$ cat src/rtl/ssf_pkg.sv
// Shared types and constants for the SSF multi-channel front end.
// Optional build macro used by ssf_array_sched: SSF_RR_ARB_EN (round-robin out_en grant).
package ssf_pkg;

  // A channel field is active only when it carries this code.
  localparam logic [1:0] ACT_CODE = 2'd1;

  // Default number of clocks between consecutive channel reset releases.
  localparam int DEF_STAGGER = 1046;

  // Width of the per-channel req_in / out_en fields.
  localparam int CTRL_W = 2;

  // Width of one command slot on io_in as decoded by the ssf core model.
  localparam int CMD_W = 8;

  typedef enum logic [0:0] {
    SEQ = 1'b0,
    RUN = 1'b1
  } seq_state_t;

  typedef logic [CTRL_W-1:0] ssf_ctrl_t;

  // True when a channel control field carries the active code.
  function automatic logic is_act(input ssf_ctrl_t f);
    return (f == ACT_CODE);
  endfunction

endpackage

$ cat src/rtl/ssf.sv
// SSF channel core (behavioural model so the slice elaborates on its own).
// io_in is viewed as DATA_W/8 command bytes; channel CH uses byte CH mod (DATA_W/8):
//   [1:0] out_en, [3:2] req_in, [7:4] signed sample (sign-extended onto io_out).
// All outputs are registered and held at zero while rst is high. Needs DATA_W >= 8.
module ssf
  import ssf_pkg::*;
#(
  parameter int DATA_W = 32,
  parameter int CH     = 0
) (
  input  logic                     clk,
  input  logic                     rst,
  input  logic signed [DATA_W-1:0] io_in,
  output logic signed [DATA_W-1:0] io_out,
  output logic [CTRL_W-1:0]        req_in,
  output logic [CTRL_W-1:0]        out_en
);

  localparam int SLOTS = DATA_W / CMD_W;
  localparam int SLOT  = CH % SLOTS;

  logic [CMD_W-1:0] cmd_s;
  logic             unused_bits_s;

  assign cmd_s         = io_in[SLOT*CMD_W +: CMD_W];
  assign unused_bits_s = ^io_in;

  // Latch this channel's command byte; zero everything while in reset.
  always_ff @(posedge clk) begin
    if (rst) begin
      io_out <= {DATA_W{1'b0}};
      req_in <= 2'd0;
      out_en <= 2'd0;
    end else begin
      io_out <= {{(DATA_W-4){cmd_s[7]}}, cmd_s[7:4]};
      req_in <= cmd_s[3:2];
      out_en <= cmd_s[1:0];
    end
  end

endmodule

$ cat src/rtl/ssf_rst_seq.sv
// Staggered reset release for NUM_CH channels.
// Channel k leaves reset on edge 1+k*STAGGER after rst falls; all_running rises on the
// same edge that releases the last channel, and the sequencer then parks in RUN until rst.
module ssf_rst_seq
  import ssf_pkg::*;
#(
  parameter int NUM_CH  = 31,
  parameter int STAGGER = DEF_STAGGER
) (
  input  logic              clk,
  input  logic              rst,
  output logic [NUM_CH-1:0] ch_rst,
  output logic              all_running
);

  localparam int IDX_W = (NUM_CH > 1) ? $clog2(NUM_CH) : 1;
  localparam int CNT_W = (STAGGER > 1) ? $clog2(STAGGER) : 1;

  seq_state_t        state_r;
  seq_state_t        next_state_s;
  logic [IDX_W-1:0]  idx_r;
  logic [CNT_W-1:0]  cnt_r;
  logic [NUM_CH-1:0] release_s;
  logic              set_run_s;
  logic              last_rel_s;

  // The last channel is released when the index reaches it with the counter at zero.
  assign last_rel_s = (idx_r == IDX_W'(NUM_CH-1)) && (cnt_r == {CNT_W{1'b0}});

  // State register.
  always_ff @(posedge clk) begin
    if (rst) begin
      state_r <= SEQ;
    end else begin
      state_r <= next_state_s;
    end
  end

  // Next-state: SEQ until the last channel is released, RUN is terminal.
  always_comb begin
    next_state_s = state_r;
    case (state_r)
      SEQ: begin
        if (last_rel_s) begin
          next_state_s = RUN;
        end else begin
          next_state_s = SEQ;
        end
      end
      RUN:     next_state_s = RUN;
      default: next_state_s = SEQ;
    endcase
  end

  // Output decode: which channel to release this edge and whether to flag all running.
  always_comb begin
    release_s = {NUM_CH{1'b0}};
    set_run_s = 1'b0;
    case (state_r)
      SEQ: begin
        if (cnt_r == {CNT_W{1'b0}}) begin
          release_s = {{(NUM_CH-1){1'b0}}, 1'b1} << idx_r;
        end else begin
          release_s = {NUM_CH{1'b0}};
        end
        set_run_s = last_rel_s;
      end
      RUN: begin
        release_s = {NUM_CH{1'b0}};
        set_run_s = 1'b0;
      end
      default: begin
        release_s = {NUM_CH{1'b0}};
        set_run_s = 1'b0;
      end
    endcase
  end

  // Stagger counter, channel index and the registered reset/status outputs.
  always_ff @(posedge clk) begin
    if (rst) begin
      ch_rst      <= {NUM_CH{1'b1}};
      all_running <= 1'b0;
      idx_r       <= {IDX_W{1'b0}};
      cnt_r       <= {CNT_W{1'b0}};
    end else begin
      ch_rst      <= ch_rst & ~release_s;
      all_running <= all_running | set_run_s;
      if (state_r == SEQ) begin
        if (cnt_r == CNT_W'(STAGGER-1)) begin
          cnt_r <= {CNT_W{1'b0}};
          idx_r <= (idx_r == IDX_W'(NUM_CH-1)) ? idx_r : idx_r + IDX_W'(1);
        end else begin
          cnt_r <= cnt_r + CNT_W'(1);
          idx_r <= idx_r;
        end
      end else begin
        cnt_r <= cnt_r;
        idx_r <= idx_r;
      end
    end
  end

endmodule

$ cat src/rtl/ssf_array_sched.sv
// Multi-channel SSF front end: NUM_CH ssf cores on a shared io_in, staggered reset release,
// and one registered output bus carrying the granted channel's sample.
// Build option: define SSF_RR_ARB_EN for round-robin out_en grant (pointer resets so ch0 wins
// first); otherwise fixed priority with the lowest active index winning.
module ssf_array_sched
  import ssf_pkg::*;
#(
  parameter int NUM_CH  = 31,
  parameter int DATA_W  = 32,
  parameter int STAGGER = DEF_STAGGER,
  parameter int IDX_W   = $clog2(NUM_CH)
) (
  input  logic                     clk,
  input  logic                     rst,
  input  logic signed [DATA_W-1:0] io_in,
  output logic signed [DATA_W-1:0] my_io_out,
  output logic [1:0]               my_req_in,
  output logic [1:0]               my_out_en,
  output logic [IDX_W-1:0]         my_grant,
  output logic                     all_running,
  output logic                     collision
);

  logic [NUM_CH-1:0]        ch_rst_s;
  logic signed [DATA_W-1:0] core_out_s [NUM_CH];
  ssf_ctrl_t                core_req_s [NUM_CH];
  ssf_ctrl_t                core_oe_s  [NUM_CH];

  logic [NUM_CH-1:0]        act_s;
  logic                     req_any_s;
  logic                     collide_s;
  logic                     seen_s;
  logic                     grant_vld_s;
  logic [IDX_W-1:0]         grant_idx_s;

  ssf_rst_seq #(
    .NUM_CH  (NUM_CH),
    .STAGGER (STAGGER)
  ) u_seq (
    .clk         (clk),
    .rst         (rst),
    .ch_rst      (ch_rst_s),
    .all_running (all_running)
  );

  for (genvar k = 0; k < NUM_CH; k++) begin : g_core
    ssf #(
      .DATA_W (DATA_W),
      .CH     (k)
    ) u_core (
      .clk    (clk),
      .rst    (ch_rst_s[k]),
      .io_in  (io_in),
      .io_out (core_out_s[k]),
      .req_in (core_req_s[k]),
      .out_en (core_oe_s[k])
    );
  end

  // Active-channel vector, any-request flag and two-or-more-active detection.
  always_comb begin
    act_s     = {NUM_CH{1'b0}};
    req_any_s = 1'b0;
    collide_s = 1'b0;
    seen_s    = 1'b0;
    for (int k = 0; k < NUM_CH; k++) begin
      act_s[k]  = is_act(core_oe_s[k]);
      req_any_s = req_any_s | is_act(core_req_s[k]);
      collide_s = collide_s | (act_s[k] & seen_s);
      seen_s    = seen_s | act_s[k];
    end
  end

`ifdef SSF_RR_ARB_EN
  logic [IDX_W-1:0] ptr_r;

  // Round-robin search from ptr_r+1; scanned high offset to low so the nearest match wins.
  always_comb begin
    int cand_s;
    cand_s      = 0;
    grant_vld_s = 1'b0;
    grant_idx_s = {IDX_W{1'b0}};
    for (int i = NUM_CH - 1; i >= 0; i--) begin
      cand_s = (int'(ptr_r) + 1 + i) % NUM_CH;
      if (act_s[cand_s]) begin
        grant_vld_s = 1'b1;
        grant_idx_s = IDX_W'(cand_s);
      end else begin
        grant_vld_s = grant_vld_s;
      end
    end
  end

  // Last-grant pointer; moves only on cycles that produce a grant.
  always_ff @(posedge clk) begin
    if (rst) begin
      ptr_r <= IDX_W'(NUM_CH-1);
    end else if (grant_vld_s) begin
      ptr_r <= grant_idx_s;
    end else begin
      ptr_r <= ptr_r;
    end
  end
`else
  // Fixed priority: scanned high to low so the lowest active index wins.
  always_comb begin
    grant_vld_s = 1'b0;
    grant_idx_s = {IDX_W{1'b0}};
    for (int i = NUM_CH - 1; i >= 0; i--) begin
      if (act_s[i]) begin
        grant_vld_s = 1'b1;
        grant_idx_s = IDX_W'(i);
      end else begin
        grant_vld_s = grant_vld_s;
      end
    end
  end
`endif

  // Registered output bus; losing channels' samples are simply dropped.
  always_ff @(posedge clk) begin
    if (rst) begin
      my_io_out <= {DATA_W{1'b0}};
      my_req_in <= 2'd0;
      my_out_en <= 2'd0;
      my_grant  <= {IDX_W{1'b0}};
      collision <= 1'b0;
    end else begin
      my_io_out <= grant_vld_s ? core_out_s[grant_idx_s] : {DATA_W{1'b0}};
      my_req_in <= req_any_s ? ACT_CODE : 2'd0;
      my_out_en <= grant_vld_s ? ACT_CODE : 2'd0;
      my_grant  <= grant_vld_s ? grant_idx_s : {IDX_W{1'b0}};
      collision <= collide_s;
    end
  end

endmodule

$ cat config.mk
export PLATFORM = sky130hd
export DESIGN_NAME = ssf_array_sched
export DESIGN_NICKNAME = d
export VERILOG_FILES = /design/src/rtl/ssf_pkg.sv /design/src/rtl/ssf.sv /design/src/rtl/ssf_rst_seq.sv /design/src/rtl/ssf_array_sched.sv
export SDC_FILE = /design/constraint.sdc
export NUM_CORES = 1
export LEC_CHECK = 0
export CAP_MARGIN = 20
export CELL_PAD_IN_SITES_DETAIL_PLACEMENT = 1
export CELL_PAD_IN_SITES_GLOBAL_PLACEMENT = 2
export CORE_MARGIN = 2
export CORE_UTILIZATION = 41
export DETAILED_ROUTE_END_ITERATION = 8
export PLACE_DENSITY = 0.93
export SLEW_MARGIN = 10
export SYNTH_ARGS = -nofsm -noshare
export SYNTH_HDL_FRONTEND = slang
export SYNTH_SLANG_ARGS = --single-unit
$ cat constraint.sdc
create_clock -name clk -period 6.9 [get_ports clk]
set_input_delay 1.035 -clock clk [delete_from_list [all_inputs] [get_ports clk]]
set_output_delay 1.035 -clock clk [all_outputs]
set_load 0.01 [all_outputs]
## Word level (Yosys, flattened, before mapping)

Cells that the tools add are included.

| storage, ports and cells | value |
|---|---|
| bits of input ports | 34 |
| register bits after elaboration | 339 |
| output and inout bits | 43 |

| operators by class | value |
|---|---|
| add/sub/neg operators | 2 |
| muxes and demuxes | 73 |
| magnitude comparators | 1 |
| eq/ne operators | 64 |
| shifts and indexed selects | 1 |
| bitwise gates (word level) | 125 |
| reduce and logical (&&, ||, !) cells | 4 |

Operators by type and width:

| kind | count |
|---|---|
| $bmux W32 S5 | 1 |
| $mux W5 | 31 |
| $eq A2 B1 Y1 const B | 62 |
| $or A1 B1 Y1 | 89 |
| $mux W32 | 2 |
| $pmux W31 S2 | 1 |
| $mux W1 | 34 |
| $and A31 B31 Y31 | 1 |
| $mux W31 | 1 |
| $not A31 Y31 | 1 |
| $shl A1 B5 Y31 const A | 1 |
| $and A1 B1 Y1 | 30 |
| $add A11 B1 Y11 const B | 1 |
| $eq A11 B11 Y1 const B | 1 |
| $logic_not A11 Y1 | 1 |
| $mux W11 | 1 |
| $ge A6 B6 Y1 const B | 1 |
| $not A5 Y6 | 1 |
| $add A5 B1 Y5 const B | 1 |
| $eq A5 B5 Y1 const B | 1 |
| $pmux W1 S2 | 2 |
| $not A1 Y1 | 3 |
| $reduce_and A3 Y1 | 1 |
| $reduce_or A2 Y1 | 1 |
| $logic_and A1 B1 Y1 | 1 |

## Depth between registers and ports, before layout

| depth | value |
|---|---|
| word-level depth | 36 |
| gate-level depth with buffers | 12 |
| mapped depth without buffers | 9 |

## Cells and area by module

Synthesis repeated with hierarchy kept, for this count alone.

| second synthesis, totals | value |
|---|---|
| cells, all modules | 3,125 |
| area total of the unflattened synthesis | 25,816.0 µm² |

By module, submodules not included:

| module | times used | cells each | area each (µm²) | seq. area each (µm²) |
|---|---|---|---|---|
| ssf | 31 | 44 | 420.4 | 160.2 |
| ssf_array_sched | 1 | 1,540 | 10,795.4 | 800.8 |
| ssf_rst_seq | 1 | 221 | 1,988.2 | 980.9 |

## Least setup slack after synthesis

Ideal clock, no wire load.

| timing path | value |
|---|---|
| path type | flip-flop to flip-flop |
| start | register g_core[22].u_core.out_en[0] |
| end | register my_io_out[2] |
| clock period less this slack | 2.270 ns |
| data required time | 6.770 ns |
| setup slack | 4.630 ns |
| arrival time | 2.140 ns |
| cell stages (with the launch flop) | 11 |
| path through | dfxtp_1 > nor2b_4 > or4_4 > a311oi_2 > o21ai_1 > and2_4 > buf_6 > nand3_2 > o22ai_1 > nor4_1 > o211ai_1 |

| on the way | value |
|---|---|
| longest elaborated chain between the ends | 28 |
| elaborated cells between the ends (all ways) | 53 |
| classes of those cells | eq/ne (1); mux (49); bitwise (2); reduce/logical (1) |

RTL lines:

| item | RTL line | text |
|---|---|---|
| start: declaration | ssf.sv:16 | `output logic [CTRL_W-1:0] out_en` |
| start signal: assignment | ssf.sv:37 | `out_en <= cmd_s[1:0];` |
| $eq A2 B1 Y1 (*) | ssf_pkg.sv:26 | `return (f == ACT_CODE);` |
| $mux W5 (23 in series) | ssf_array_sched.sv:110 | `if (act_s[i]) begin` |
| $not A5 Y6 (not written as such) | ssf_array_sched.sv:129 | `my_io_out <= grant_vld_s ? core_out_s[grant_idx_s] : {DATA_W{1'b0}};` |
| $bmux W32 S5 | ssf_array_sched.sv:129 |  |
| $mux W32 (not written as such) (2 in series) | ssf_array_sched.sv:129 |  |
| end signal: assignment | ssf_array_sched.sv:123 | `my_io_out <= {DATA_W{1'b0}};` |
| end signal: assignment | ssf_array_sched.sv:129 |  |
| end: declaration | ssf_array_sched.sv:16 | `output logic signed [DATA_W-1:0] my_io_out,` |

Every way passes the cells marked *; elsewhere a longest branch is shown, timed or not. The select of a mux whose other input is x is not followed.
A chain may end at the register's enable or synchronous reset.

==> flow_summary.json <==
{
  "outcome": "completed",
  "pwr-share-seq": 0.488,
  "syn_inst": 1085,
  "cts_tree": "yes",
  "r2r-start": "g_core[25].u_core.out_en[1]",
  "worstPathRequired_ps": 5860,
  "hpwl_um": 21370,
  "drive_gt1_frac": 0.06849,
  "clk_latency_ps": 570,
  "max_freq_ghz": 0.3149,
  "place_area_um2": 12140,
  "post_cts_buffers": 0,
  "firstDrtPassIters": 4,
  "crit_cells": 1,
  "vias": 7785,
  "path_cells": "clkdlybuf4s50_1",
  "worst-slew-pin-transition_ps": 994.3,
  "fin_nets": 1186,
  "rrSetupSlack_ps": 3890,
  "yosysSeqAreaShare": 0.5479,
  "relSlewSlack": 0.3372,
  "wl_um": 31120,
  "min_to": "u_seq.all_running",
  "grt.overflow.total": 0,
  "cts_buffer_depth": 3,
  "cts_max_level": 1,
  "coreArea_um2": 27030,
  "drc": 0,
  "crit_family": "flip-flops",
  "rows": 60,
  "path_clk_slew_ps": 60,
  "boundaryPins": 77,
  "synth-edff-count": 0,
  "leakage_nw": 4.711,
  "final_area_um2": 13250,
  "gp_congestion": 0.8994,
  "clock_sinks": 309,
  "layoutNonFillerInstCount": 1509,
  "start_kind": "register",
  "hold_path.class": "register to register",
  "p_sw_frac": 0.2068,
  "grt_pass1_vias": 8144,
  "critPathBufInv": 1,
  "worstHoldStart": "u_seq.all_running",
  "maxCapViolCount": 0,
  "die_area_um2": 28880,
  "initial_core_util": 0.4177,
  "synth_top_area_cell": "dfxtp_1",
  "hold_viol_final": 0,
  "yosys_warnings": 0,
  "critPathKind": "register to output port",
  "finalPower_mw": 3.680,
  "track_usage": 0.2168,
  "fin_util": 0.4901,
  "synth.distinct_cells": 68,
  "rsz0062_at_grt": "false",
  "yosys_most_used_dff": "dfxtp_1",
  "holdPathStages": 2,
  "min_period_ps": 3176,
  "arrival_ps": 2140,
  "synth.cells.most_frequent": "dfxtp_1, nor2b_1, mux2i_1, inv_1, nor2_1",
  "antenna_found_initial": 0,
  "setup_viol": 0,
  "timing.final.crit_share": 0.4603,
  "viasPerCell": 5.159,
  "skew_ps": 16.01,
  "grt_first_pass_wirelength_um": 47190,
  "placedCellCount": 1451,
  "io_buffer_count": 74,
  "grt_max_degree": 62,
  "synthArstFlopShare": 0,
  "synth_most_common_cell": "dfxtp_1",
  "p_clk_frac": 0.484,
  "reg2reg_to": "my_io_out[30]",
  "cts_buffers": 31,
  "ant_nets": 0,
  "cts_root_buf": "clkbuf_16",
  "syn-cell-area_um2": 11290,
  "slew_viol_final": 0,
  "die_x_um": 169.9,
  "layout-area-overhead-vs-synth_pct": 17.33,
  "cts_hold_buf": 0,
  "crit_path_max_incr_delay_ps": 880,
  "p_per_area_nw_per_um2": 277.8,
  "power.internal_mw": 2.919,
  "yosys.area.top_type_share": 0.5479,
  "cts_resized": 0,
  "p_sw_mw": 0.7609,
  "ir_worst_vdd_v": 0.0001981,
  "combPwrFrac": 0.028,
  "die_y_um": 169.9,
  "reg2regPathDepth": 9,
  "tns_ps": 0,
  "synth_area_leaders": "dfxtp_1, nor2b_1, mux2i_1",
  "drtIter0Drc": 425,
  "end_kind": "output port",
  "antenna_cells": 0,
  "routedWlPerCell_um": 20.62,
  "cp_slowest_cell": "dfxtp_1",
  "yosys_register_bits": 309,
  "syn_avg_cell_area_um2": 10.41,
  "path_max_fanout": 29
}
## layout by cell type (no fill, tap or decap), types with 3 or more instances in the layout
cell type,count
nor3_1,4
inv_1,40
a41oi_1,3
nand3b_1,4
a211oi_1,4
bufinv_16,5
a31oi_1,5
o211ai_1,4
dfxtp_1,309
maj3_1,5
o2111ai_1,3
o21ai_0,13
and2_1,10
nor2_1,40
a21o_1,30
mux2i_1,63
clkbuf_16,31
xor2_1,9
nor4_1,9
nor2b_1,276
a21oi_1,11
ha_1,9
clkinv_2,9
nand4_1,4
a221oi_1,7
clkbuf_8,6
nand3_1,15
o32ai_1,5
o22ai_1,36
nand2b_1,24
xnor2_1,4
nand3_2,4
nand2_1,37
and3_1,6
clkdlybuf4s50_1,74
o21ai_1,3
## sequential cells by signal, indices dropped and copies added (netlist names)
register	count
u_seq.ch_rst	31
g_core.u_core.out_en	62
collision	1
g_core.u_core.req_in	62
my_io_out	4
my_out_en	1
u_seq.state_r	1
u_seq.cnt_r	11
u_seq.idx_r	5
g_core.u_core.io_out	124
my_grant	5
my_req_in	1
u_seq.all_running	1
## cells by family (layout without fill, tap and decap cells)
kind of cell / after synthesis / after routing / share of synthesized area
simple gates: 452 / 452 / 0.2398
flops: 309 / 309 / 0.5479
compound gates: 142 / 142 / 0.08877
buf+inv: 91 / 173 / 0.04278
mux: 63 / 63 / 0.05586
fa+ha+maj: 14 / 14 / 0.01441
xor+xnor: 13 / 13 / 0.01009
other cells: 1 / 2 / 0.0003322
## layout make-up
| cell class | count | area, µm² |
|---|---|---|
| Clock buffer | 39 | 865.8 |
| Clock inverter | 19 | 236.5 |
| Fill cell | 2928 | 13780 |
| Inverter | 40 | 150.1 |
| Multi-Input combinational cell | 686 | 4633 |
| Sequential cell | 309 | 6186 |
| Tap cell | 341 | 426.7 |
| Timing Repair Buffer | 75 | 748.2 |
## per-layer routing
metal,track usage,part of all wire,vias up
met5,0,0,-
met1,0.2712,0.43,3847
met3,0.03326,0.056,50
li1,-,-,3720
met4,0.07209,0.028,0
met2,0.3823,0.48,168
## worst max-delay path by stage
stage | startpoint | to
2_1_floorplan | g_core[22].u_core.out_en[0] | my_io_out[2]
3_3_place_gp | g_core[10].u_core.out_en[0] | my_io_out[2]
3_5_place_dp | g_core[10].u_core.out_en[0] | my_io_out[30]
4_1_cts | my_io_out[30] | my_io_out[24]
5_1_grt | my_io_out[30] | my_io_out[3]
6_report | my_io_out[30] | my_io_out[20]
## through the flow
step	hold slack, ps	setup slack [ps]
final	481.3	3724
after global routing	519.3	3595
after CTS	484.5	3692
after detailed placement	463.2	3946
after global placement	458.2	3966
after floorplan	486.8	4630
## power groups by stage
stage / logic [mW] / registers (mW) / clock network (mW)
5_1_grt: 0.109 / 1.80 / 1.89
2_1_floorplan: 0.0535 / 1.83 / 0
3_5_place_dp: 0.102 / 1.84 / 0
6_report: 0.102 / 1.80 / 1.78
4_1_cts: 0.103 / 1.80 / 1.81
3_3_place_gp: 0.101 / 1.84 / 0
Power figures use the tool's default switching activity.
